[src/rtl/usb_out_receiver.sv]
// USB full-speed OUT endpoint receiver: buffers OUT data packets in a 16x8 FIFO and
// exposes only ACKed, complete packets to user logic; bad packets are rolled back.
module usb_out_receiver #(
  parameter logic [3:0]  ENDPOINT = 4'd1,
  parameter int unsigned MAX_PKT  = 8
) (
  input  logic       clk48,
  input  logic       rst,
  input  logic       usb_rst,
  input  logic       transaction_active,
  input  logic [3:0] endpoint,
  input  logic       direction_in,
  input  logic       setup,
  input  logic       data_strobe,
  input  logic       success,
  input  logic [7:0] usb_din,
  output logic       out_ready,
  output logic [7:0] dout,
  output logic       dout_v,
  input  logic       dout_rdy,
  output logic       overflow
);

  localparam logic [1:0] IDLE = 2'd0;
  localparam logic [1:0] RECV = 2'd1;
  localparam logic [1:0] SKIP = 2'd2;

  localparam int unsigned CNT_W = $clog2(MAX_PKT + 2);

  logic [1:0]       state_q, state_d;
  logic [4:0]       rd_ptr_q;
  logic [4:0]       wr_ptr_q;
  logic [4:0]       wr_commit_q;
  logic             bad_q;
  logic [CNT_W-1:0] pkt_cnt_q;
  logic             out_ready_q;
  logic [7:0]       mem [16];

  logic       do_rst;
  logic [4:0] wr_used;
  logic [4:0] committed;
  logic [5:0] free_space;
  logic       fifo_full;
  logic       pkt_full;
  logic       rx_start;
  logic       rx_strobe;
  logic       rx_end;
  logic       wr_en;
  logic       pop;
  logic       out_ready_d;

  assign do_rst = rst | usb_rst;

  // Speculative fill includes the uncommitted bytes of the packet in flight.
  assign wr_used    = wr_ptr_q - rd_ptr_q;
  assign committed  = wr_commit_q - rd_ptr_q;
  assign free_space = 6'd16 - {1'b0, committed};
  assign fifo_full  = (wr_used == 5'd16);
  assign pkt_full   = (pkt_cnt_q == CNT_W'(MAX_PKT));

  assign rx_start  = (state_q == IDLE) && (state_d == RECV);
  assign rx_strobe = (state_q == RECV) && transaction_active && data_strobe;
  assign rx_end    = (state_q == RECV) && !transaction_active;
  assign wr_en     = rx_strobe && !fifo_full && !pkt_full && !do_rst;

  assign dout_v      = (wr_commit_q != rd_ptr_q);
  assign dout        = mem[rd_ptr_q[3:0]];
  assign pop         = dout_v && dout_rdy;
  assign out_ready_d = ({26'd0, free_space} >= MAX_PKT);
  assign out_ready   = out_ready_q;
  assign overflow    = rx_end && bad_q;

  always_comb begin
    state_d = state_q;
    unique case (state_q)
      IDLE: begin
        if (transaction_active) begin
          if (endpoint == ENDPOINT && !direction_in && !setup) state_d = RECV;
          else state_d = SKIP;
        end
      end
      RECV: if (!transaction_active) state_d = IDLE;
      SKIP: if (!transaction_active) state_d = IDLE;
      default: state_d = IDLE;
    endcase
  end

  always_ff @(posedge clk48) begin
    if (do_rst) begin
      state_q     <= IDLE;
      rd_ptr_q    <= 5'd0;
      wr_ptr_q    <= 5'd0;
      wr_commit_q <= 5'd0;
      bad_q       <= 1'b0;
      pkt_cnt_q   <= '0;
      out_ready_q <= 1'b1;
    end else begin
      state_q     <= state_d;
      out_ready_q <= out_ready_d;
      if (pop) rd_ptr_q <= rd_ptr_q + 5'd1;

      if (rx_start) begin
        wr_ptr_q  <= wr_commit_q;
        bad_q     <= 1'b0;
        pkt_cnt_q <= '0;
      end else if (rx_end) begin
        if (success && !bad_q) wr_commit_q <= wr_ptr_q;
        else wr_ptr_q <= wr_commit_q;
      end else if (rx_strobe) begin
        if (wr_en) begin
          wr_ptr_q  <= wr_ptr_q + 5'd1;
          pkt_cnt_q <= pkt_cnt_q + CNT_W'(1);
        end else begin
          bad_q <= 1'b1;
        end
      end
    end
  end

  // Storage is not reset; pointers alone define what is valid.
  always_ff @(posedge clk48) begin
    if (wr_en) mem[wr_ptr_q[3:0]] <= usb_din;
  end

endmodule

[config.mk]
export PLATFORM = sky130hd
export DESIGN_NAME = usb_out_receiver
export DESIGN_NICKNAME = d
export VERILOG_FILES = /design/src/rtl/usb_out_receiver.sv
export SDC_FILE = /design/constraint.sdc
export NUM_CORES = 1
export LEC_CHECK = 0
export CORE_ASPECT_RATIO = 1.2
export CORE_MARGIN = 3
export CORE_UTILIZATION = 64
export DETAILED_ROUTE_END_ITERATION = 10
export PLACE_DENSITY_LB_ADDON = 0.05
export SYNTH_ARGS = -nofsm -noshare
export SYNTH_HDL_FRONTEND = slang
export SYNTH_SLANG_ARGS = --single-unit
export TNS_END_PERCENT = 20
[constraint.sdc]
create_clock -name clk48 -period 7.8 [get_ports clk48]
set_clock_uncertainty 0.05 [all_clocks]
set_input_delay 0.78 -clock clk48 [delete_from_list [all_inputs] [get_ports clk48]]
set_output_delay 0.78 -clock clk48 [all_outputs]
set_load 0.03 [all_outputs]
* Word level (Yosys, flattened, before mapping)
Memory sizes are Yosys's and may differ from the RTL's. A register that Yosys moved wholly into a read port is not among the register bits.
Cells that the tools add are included.
** Storage, ports and cells
- Bits of input ports :: 21
- Memories :: 1
- Logic and storage cells :: 67
- Register bits :: 23
- Bits in writable memories :: 128
** Operators by class
- $lt $le $gt $ge :: 1
- $add $sub $neg :: 6
- Reduce and logical (&&, ||, !) cells :: 28
- Bitwise gates (word level) :: 4
- Mux-type cells :: 13
- Equal/unequal tests :: 7
** Memory list
- mem :: depth 16, width 8, rd ports 1, clocked after memory_dff 1, write ports 1, RTL line 37 : logic [7:0] mem [16];
** Operators by type and width (number)
- $mux 5 :: 5
- $logic_and 1x1->1 :: 12
- $add 5x1->5 const B :: 2
- $sub 5x5->5 :: 2
- $mux 4 :: 2
- $logic_not 1->1 :: 7
- $ge 6x4->1 const B :: 1
- $mux 2 :: 3
- $reduce_and 3->1 :: 2
- $reduce_bool 3->1 :: 2
- $sub 5x5->6 const A :: 1
- $eq 5x5->1 const B :: 1
- $ne 5x5->1 :: 1
- $add 4x1->4 const B :: 1
- $eq 2x1->1 const B :: 2
- $eq 4x1->1 const B :: 1
- $eq 4x4->1 const B :: 1
- $pmux 2 s2 :: 1
- $reduce_and 2->1 :: 2
- $reduce_or 2->1 :: 2
- $not 1->1 :: 3
- $eq 2x2->1 const B :: 1
- $logic_not 2->1 :: 1
- $mux 1 :: 2
- $or 1x1->1 :: 1

* Longest topological paths before layout
- Depth in word-level cells :: 10
- Gate-level depth with buffers :: 9
- Mapped depth without buffers :: 8

* Worst setup path after synthesis
No wires, ideal clock.
- Path kind :: register -> output
- Start :: register (tool-made name)
- End :: output port dout[0]
- Required time :: 6.970 ns
- Buffers on the path :: 2
- Slack :: 5.060 ns
- Stages on the path, launching flop included :: 5
- Arrival :: 1.910 ns
- Cell sequence :: dfxtp_1 > clkbuf_1 > buf_2 > mux4_2 > mux4_2
** RTL lines
- to (decl) :: RTL line 18 : output logic [7:0] dout,

==> results.json <==
{
  "p_leak_nw": 2.55,
  "globalplace.congestion": 0.855,
  "fmax_ghz": 0.259,
  "crit_chain": "buf_4 -> mux4_2 -> mux4_2 -> clkdlybuf4s50_1",
  "synth_fa_ha_area_share_pct": 3.68,
  "htreeDepth": 4,
  "die-area_um2": 11700,
  "crit_top_cell": "mux4_2",
  "grt_max_degree": 33,
  "postCtsSetupRepairBufs": 0,
  "yosysWarnings": 0,
  "end_kind": "output pin",
  "ctsResizeCount": 0,
  "rr_endpoint": "mem[1][4]",
  "ff2ff_setup_slack_ns": 4.51,
  "drv_slew": 0,
  "critical_path.max_stage_delay_ns": 0.62,
  "drive_gt1_share_pct": 18.7,
  "synth_compound_gate_area_share_pct": 5.95,
  "drt-total-wl_mm": 13.9,
  "cts_num_sinks": 155,
  "setup_violations": 0,
  "syn_area_um2": 6670,
  "cts_root_buffer": "clkbuf_16",
  "ant_nets": 0,
  "timing.hold.ws_ns": 0.445,
  "cp_slowest_cell": "clkdlybuf4s50_1",
  "min_to": "pkt_cnt_q[3]",
  "cp_max_fo": 30,
  "cp_data_required_time_ns": 6.97,
  "io_pins": 32,
  "cts_max_path_buffers": 2,
  "filler_cell_count": 588,
  "yosys.area.top_type": "edfxtp_1",
  "synthMuxAreaShare_pct": 14.4,
  "synthArstFlopShare_pct": 0,
  "synth_cells": 399,
  "status": "completed",
  "vias": 3697,
  "syn_area_per_cell_um2": 16.7,
  "r2r_cells": 7,
  "tns_ns": 0,
  "min-delay-start": "pkt_cnt_q[3]",
  "wl_per_cell_um": 24.2,
  "hold_class": "reg2reg",
  "final-hold-violation-count": 0,
  "slew_headroom_pct": 53.2,
  "ctsHoldBuffers": 0,
  "synth_seq_cells": 155,
  "synth.top_cell.area_share_pct": 57.7,
  "grt_antenna_before_repair": 0,
  "die_h_um": 118,
  "critPathTopFamily": "buffers and inverters",
  "grt_usage_pct": 25.5,
  "critical_path_buf_inv_count": 2,
  "diodes": 0,
  "critPathKind": "reg2out",
  "fin_crit_sh_pct": 49.5,
  "rows": 40,
  "r2r-start": "rd_ptr_q[1]",
  "synthTopCellsByArea": "edfxtp_1 (58%), mux4_2 (14%), dfxtp_1 (8.1%)",
  "synth_xor_area_share_pct": 1.54,
  "cts_tree": "built",
  "port_buffers": 31,
  "grt_pass1_vias": 3821,
  "fin_util_pct": 76.3,
  "fin_crit_ns": 3.86,
  "rsz0062_at_grt": "false",
  "vias_per_cell": 6.43,
  "worstMarginPinSlew_ns": 0.701,
  "ys_types": 55,
  "yosysSeqAreaShare_pct": 65.8,
  "power_mw": 1.75,
  "cts_inserted_buffers": 17,
  "critical_path_cell_count": 4,
  "core_um2": 10100,
  "synth-simple-area-share_pct": 6.81,
  "p_per_area_nw_per_um2": 227,
  "syn_to_final_growth_pct": 15.7,
  "synth_enable_flop_cells": 128,
  "drcViolationCount": 0,
  "ys.flop_type": "edfxtp_1",
  "startpoint_type": "flop",
  "synth.net_count": 439,
  "die_w_um": 99.2,
  "crit_arrival_ns": 3.03,
  "drt_iter0_drc": 313,
  "overflow": 0,
  "clk_pin_slew_ns": 0.06,
  "dpl.hpwl_mm": 8.88,
  "vdd_drop_max_v": 0.000172,
  "fin_nets": 476,
  "grt_pass1_wl_mm": 21.5,
  "dr.pass1.iters": 5,
  "cap_violations": 0,
  "min_path_cells": 2,
  "initial_utilization_pct": 65.9,
  "synth_top_family_by_area": "multiplexers",
  "worstSkewPairLatency_ns": 0.41
}
## cells by family after synthesis
family | count (synthesis)
xor+xnor | 10
simple gates | 82
flops | 155
mux | 46
compound gates | 57
buf+inv | 30
fa+ha+maj | 19
## cells in the mapped netlist, types with 3 or more instances
cell	instances
a211oi_1	8
a21o_1	3
a21oi_1	9
a22oi_1	4
a31oi_1	4
and2_1	3
and3_1	18
buf_2	3
clkbuf_1	8
dfxtp_1	27
edfxtp_1	128
ha_1	18
inv_1	15
mux2i_1	5
mux4_2	40
nand2_1	12
nand2b_1	5
nand3_1	4
nand4_1	4
nor2_1	19
nor2b_1	5
o21ai_0	12
xnor2_1	5
xor2_1	4
## per-stage QoR
| step | instances | setup WS [ns] | instance area (um^2) |
|---|---|---|---|
| 2_1_floorplan | 399 | 5.06 | 6670 |
| 6_report | 575 | 3.94 | 7710 |
| 4_1_cts | 575 | 3.87 | 7710 |
| 3_3_place_gp | 543 | 4.27 | 7090 |
| 3_5_place_dp | 543 | 4.20 | 7090 |
| 5_1_grt | 575 | 3.78 | 7710 |
## worst min-delay path, cell delays in order (launching register included)
cell,delay [ns]
dfxtp_1,0.32
o31ai_1,0.08
a21oi_2,0.05
## flip-flops by register name, indices dropped and copies added (netlist names), named ones only
| signal | count |
|---|---|
| mem | 128 |
| bad_q | 1 |
| pkt_cnt_q | 4 |
| state_q | 2 |
| out_ready | 1 |
| rd_ptr_q | 5 |
| wr_commit_q | 5 |
| wr_ptr_q | 5 |
## worst max-delay path by stage
| stage | end |
|---|---|
| after detailed placement | mem[1][2] |
| final | dout[6] |
| after global routing | dout[6] |
| after global placement | mem[1][1] |
| after CTS | dout[6] |
| after floorplan | dout[0] |
## placed cells by master (no fill, tap or decap), types with 8 or more instances in the layout
cell	count
a211oi_1	8
a21oi_1	9
and3_1	18
clkbuf_16	21
clkdlybuf4s50_1	31
dfxtp_1	26
edfxtp_1	128
ha_1	18
inv_1	15
mux4_2	40
nand2_1	12
nor2_1	19
o21ai_0	12
## area by class of cell
cell class / instances / area [um^2] / area share, %
clock buffers: 25 / 581 / 7.53
clock inverters: 7 / 43.8 / 0.568
inverters: 15 / 56.3 / 0.730
multi-input cells: 214 / 2160 / 28.0
flip-flops and latches: 155 / 4390 / 56.9
well taps: 126 / 158 / 2.04
repair buffers: 33 / 325 / 4.22
## power by group
group | switching (mW) | internal, mW | total, mW
sequential | 0.000546 | 0.895 | 0.896
clock | 0.307 | 0.516 | 0.824
combinational | 0.0164 | 0.0119 | 0.0283
total | 0.324 | 1.42 | 1.75
## metal layers
metal	wire (um)	global-route usage, %	vias up
met5	0	0	-
li1	-	-	1685
met3	827	6.34	32
met2	7490	43.7	159
met4	425	10.2	0
met1	5190	30.9	1821
No activity file was read; power rests on OpenSTA's default activity.
